## src/rtl/rotate_sequencer.sv

```systemverilog
// Sequencer that loads a pattern into a downstream left-rotator, then drives
// it through a counted number of rotations, keeping a shadow copy in exp_q.
module rotate_sequencer #(
    parameter int DATA_WIDTH = 8,
    parameter int CNT_WIDTH  = 4
) (
    input  logic                  clk,
    input  logic                  rst,
    input  logic                  start,
    input  logic [DATA_WIDTH-1:0] pattern,
    input  logic [CNT_WIDTH-1:0]  count,
    input  logic                  abort,
    output logic [DATA_WIDTH-1:0] data,
    output logic                  r_l,
    output logic                  ready,
    output logic                  done,
    output logic [DATA_WIDTH-1:0] exp_q
);

    typedef enum logic [1:0] {
        IDLE,
        LOAD,
        ROTATE,
        DONE
    } state_t;

    state_t                state;
    state_t                state_nxt;
    logic [CNT_WIDTH-1:0]  remaining;
    logic [DATA_WIDTH-1:0] pat_l;
    logic [CNT_WIDTH-1:0]  cnt_l;

    always_ff @(posedge clk or negedge rst) begin
        if (!rst) begin
            state     <= IDLE;
            exp_q     <= '0;
            remaining <= '0;
            pat_l     <= '0;
            cnt_l     <= '0;
        end else begin
            state <= state_nxt;
            case (state)
                IDLE: begin
                    if (start) begin
                        pat_l <= pattern;
                        cnt_l <= count;
                    end
                end
                LOAD: begin
                    exp_q     <= pat_l;
                    remaining <= cnt_l;
                end
                ROTATE: begin
                    exp_q     <= {exp_q[DATA_WIDTH-2:0], exp_q[DATA_WIDTH-1]};
                    remaining <= remaining - 1'b1;
                end
                default: ;
            endcase
        end
    end

    always_comb begin
        state_nxt = state;
        case (state)
            IDLE:    if (start) state_nxt = LOAD;
            LOAD:    state_nxt = (abort || cnt_l == '0) ? DONE : ROTATE;
            // the rotation on the exiting edge still happens in the register block
            ROTATE:  if (abort || remaining == CNT_WIDTH'(1)) state_nxt = DONE;
            DONE:    state_nxt = IDLE;
            default: state_nxt = IDLE;
        endcase
    end

    always_comb begin
        r_l   = 1'b0;
        ready = 1'b0;
        done  = 1'b0;
        data  = exp_q;
        case (state)
            IDLE:    ready = 1'b1;
            LOAD:    data  = pat_l;
            ROTATE:  r_l   = 1'b1;
            DONE:    done  = 1'b1;
            default: ;
        endcase
    end

endmodule

```

## config.mk

```make
export PLATFORM = sky130hd
export DESIGN_NAME = rotate_sequencer
export DESIGN_NICKNAME = d
export VERILOG_FILES = /design/src/rtl/rotate_sequencer.sv
export SDC_FILE = /design/constraint.sdc
export NUM_CORES = 1
export LEC_CHECK = 0
export BUFFER_PORTS_ARGS = -buffer_cell sky130_fd_sc_hd__clkbuf_2
export CAP_MARGIN = 20
export CORE_MARGIN = 5
export CORE_UTILIZATION = 40
export DETAILED_ROUTE_END_ITERATION = 6
export GPL_TIMING_DRIVEN = 0
export PLACE_DENSITY = 0.69
export SLEW_MARGIN = 20
export SYNTH_ARGS = -nofsm -noshare
export SYNTH_HDL_FRONTEND = slang
export SYNTH_SLANG_ARGS = --single-unit
```

## constraint.sdc

```tcl
create_clock -name clk -period 2.05 [get_ports clk]
set_input_delay 0.3075 -clock clk [delete_from_list [all_inputs] [get_ports clk]]
set_output_delay 0.3075 -clock clk [all_outputs]
set_load 0.02 [all_outputs]
```

==> flow_metrics.env <==
export IMPL_status="complete, but fails checks"
export IMPL_violations="hold timing"
export IMPL_wirelength_um=3110
export IMPL_reg2reg_slack_ns=0.34
export IMPL_ys_warn_count=0
export IMPL_grt_pass1_vias=1073
export IMPL_area_growth_pct=21.6
export IMPL_worstReg2RegStart="state[0]"
export IMPL_die_h_um=68.1
export IMPL_io_buffers=34
export IMPL_synth_fa_ha_area_share_pct=6.49
export IMPL_cts_buffers=3
export IMPL_worstReg2RegEnd="pat_l[3]"
export IMPL_start_util_pct=40.8
export IMPL_async_flop_share_pct=100
export IMPL_synthFlopType="dfrtp_1"
export IMPL_synthXorXnorAreaFrac_pct=0
export IMPL_ff_latch_area_um2=651
export IMPL_reg2reg_depth=5
export IMPL_antennaDiodeCount=0
export IMPL_wire_per_inst_um=15.4
export IMPL_grt_max_degree=27
export IMPL_antenna_found_initial=0
export IMPL_hold_ws_ns=-0.00815
export IMPL_holdBufCountCts=0
export IMPL_clock_sinks=26
export IMPL_skew_ns=0.00500
export IMPL_slew_viol_final=0
export IMPL_synth_area_leaders="dfrtp_1, mux2_2, mux2i_1, ha_1, a21oi_1"
export IMPL_die_w_um=68.1
export IMPL_synth_compound_area_share_pct=8.71
export IMPL_core_area_um2=3310
export IMPL_syn_cell_area_um2=1350
export IMPL_arrival_ns=1.60
export IMPL_post_synth_top_area_cell="dfrtp_1"
export IMPL_hold_class="primary input to asynchronous set/reset pin"
export IMPL_drt_first_pass_iters=4
export IMPL_layout_drive_gt1_share_pct=44.9
export IMPL_synth_ff_latch_count=26
export IMPL_via_per_inst=5.22
export IMPL_critPathCaptureType="primary output"
export IMPL_ant_nets=0
export IMPL_grtUsageTotal_pct=14.1
export IMPL_period_share_pct=93.2
export IMPL_multi_input_area_um2=654
export IMPL_num_rows=21
export IMPL_synthCells=116
export IMPL_htreeDepth=1
export IMPL_rsz0062_at_grt="no"
export IMPL_globalplace_congestion=0.741
export IMPL_dieArea_um2=4640
export IMPL_fin_area_um2=1640
export IMPL_synth_edff_count=0
export IMPL_synth_top_area_share_pct=48.2
export IMPL_ir_worst_vdd_v=0.00102
export IMPL_placed_cell_area_um2=1580
export IMPL_fill_cells=320
export IMPL_worst_pin_slew_ns=0.670
export IMPL_ys_seq_area_share_pct=48.2
export IMPL_post_layout_nonfiller_instances=202
export IMPL_ios=35
export IMPL_syn_area_per_cell_um2=11.6
export IMPL_critPathLaunchType="flop"
export IMPL_place_inst=196
export IMPL_hold_viol_final=4
export IMPL_synth_top_family_by_area="multiplexers"
export IMPL_synth_nets=139
export IMPL_synthSimpleGateAreaFrac_pct=7.88
export IMPL_cts_root_buffer="clkbuf_4"
export IMPL_pwr_density_cell_nw_per_um2=1960
export IMPL_required_ns=1.74
export IMPL_synth_distinct_cells=24
export IMPL_crit_type="flop to primary output"
export IMPL_setup_violations_final=0
export IMPL_num_vias=1054
export IMPL_cap_violations=0
export IMPL_cts_tree="yes"
export IMPL_grt_pass1_wl_um=4910
export IMPL_fin_nets=181
export IMPL_path_clk_slew_ns=0.14
export IMPL_clockBufferDepth=2
export IMPL_finalSetupTns_ns=0
export IMPL_post_dp_hpwl_um=2210
export IMPL_relSlewSlack_pct=55.4
export IMPL_drc=0
export IMPL_power_leakage_nw=0.767
export IMPL_clk_latency_ns=0.32
export IMPL_min_period_ns=1.91
export IMPL_synth_most_common_cell="dfrtp_1"
export IMPL_crit_fanout=5
export IMPL_gr_total_overflow=0
export IMPL_drtIter0Drc=30
export IMPL_fmax_mhz=523
export IMPL_synth_top_cells_by_count="dfrtp_1, mux2_2, a21oi_1"
export IMPL_synth_mux_area_fraction_pct=24.5
## worst max-delay path by stage
| stage | start | end | slack [ns] |
|---|---|---|---|
| 2_1_floorplan | state[0] | state[1] | 0.39 |
| 3_3_place_gp | state[1] | data[7] | 0.30 |
| 3_5_place_dp | state[1] | data[7] | 0.25 |
| 4_1_cts | state[1] | data[7] | 0.03 |
| 5_1_grt | state[1] | data[7] | 0.05 |
| 6_report | state[1] | data[1] | 0.14 |
## sequential cells by signal, summed over array words and instances (netlist names)
signal	flops
pat_l	8
cnt_l	4
exp_q	8
remaining	4
state	2
## metal layers
| layer | part of all wire, % | vias up | GRT usage (%) |
|---|---|---|---|
| met2 | 48 | 37 | 24.1 |
| met4 | 1.5 | 0 | 3.97 |
| met5 | 0 | - | 0 |
| met1 | 45 | 521 | 17.7 |
| met3 | 5.7 | 6 | 3.61 |
| li1 | - | 490 | - |
## critical path, cell delays in order, from the launching register on
cell	delay, ns
dfrtp_1	0.42
inv_2	0.10
ha_4	0.15
buf_6	0.13
mux2_2	0.33
clkbuf_2	0.16
## kinds of logic after synthesis
kind of cell | Yosys count
multiplexers | 30
AND/OR/NAND/NOR | 21
AO/OA/AOI/OAI | 20
flip-flops | 26
adder cells (fa/ha/maj) | 7
buffers and inverters | 12
## layout make-up
type / count / share of cell area [%]
buffer: 7 / 2.74
sequential: 26 / 39.6
timing repair buffer: 37 / 11.7
multi-input combinational: 78 / 39.9
clock buffer: 3 / 1.37
inverter: 5 / 1.14
tap: 46 / 3.51
## through the flow
stage	setup slack, ns	utilization [%]	power (mW)	hold WS [ns]
after floorplan	0.390	-	2.39	0.0119
after global placement	0.301	47.7	2.85	0.360
after detailed placement	0.255	47.7	2.93	0.367
after CTS	0.0257	48.6	3.18	0.00985
after global routing	0.0547	49.6	3.49	0.0276
final	0.140	49.6	3.22	-0.00815
## report_power, final
part	switching [mW]	leakage (nW)	internal [mW]
registers	0.238	0.303	0.795
clock network	0.146	0.0138	0.0688
logic	1.10	0.450	0.869
total	1.48	0.767	1.73
## repair_timing
item	4_1_cts	5_1_grt
resized for setup	1	5
buffers inserted	1	1
cloned	0	1
endpoints found under the setup margin	8	8
hold endpoints to repair	0	0
## placed cells by master (no fill, tap or decap), types with 4 or more instances in the layout
master,instances
dfrtp_1,26
nor2_1,9
mux2_2,20
inv_1,4
mux2i_1,9
a21oi_1,11
clkbuf_2,34
ha_1,6
buf_4,5
Note: power is estimated with default switching activity, not from simulation.
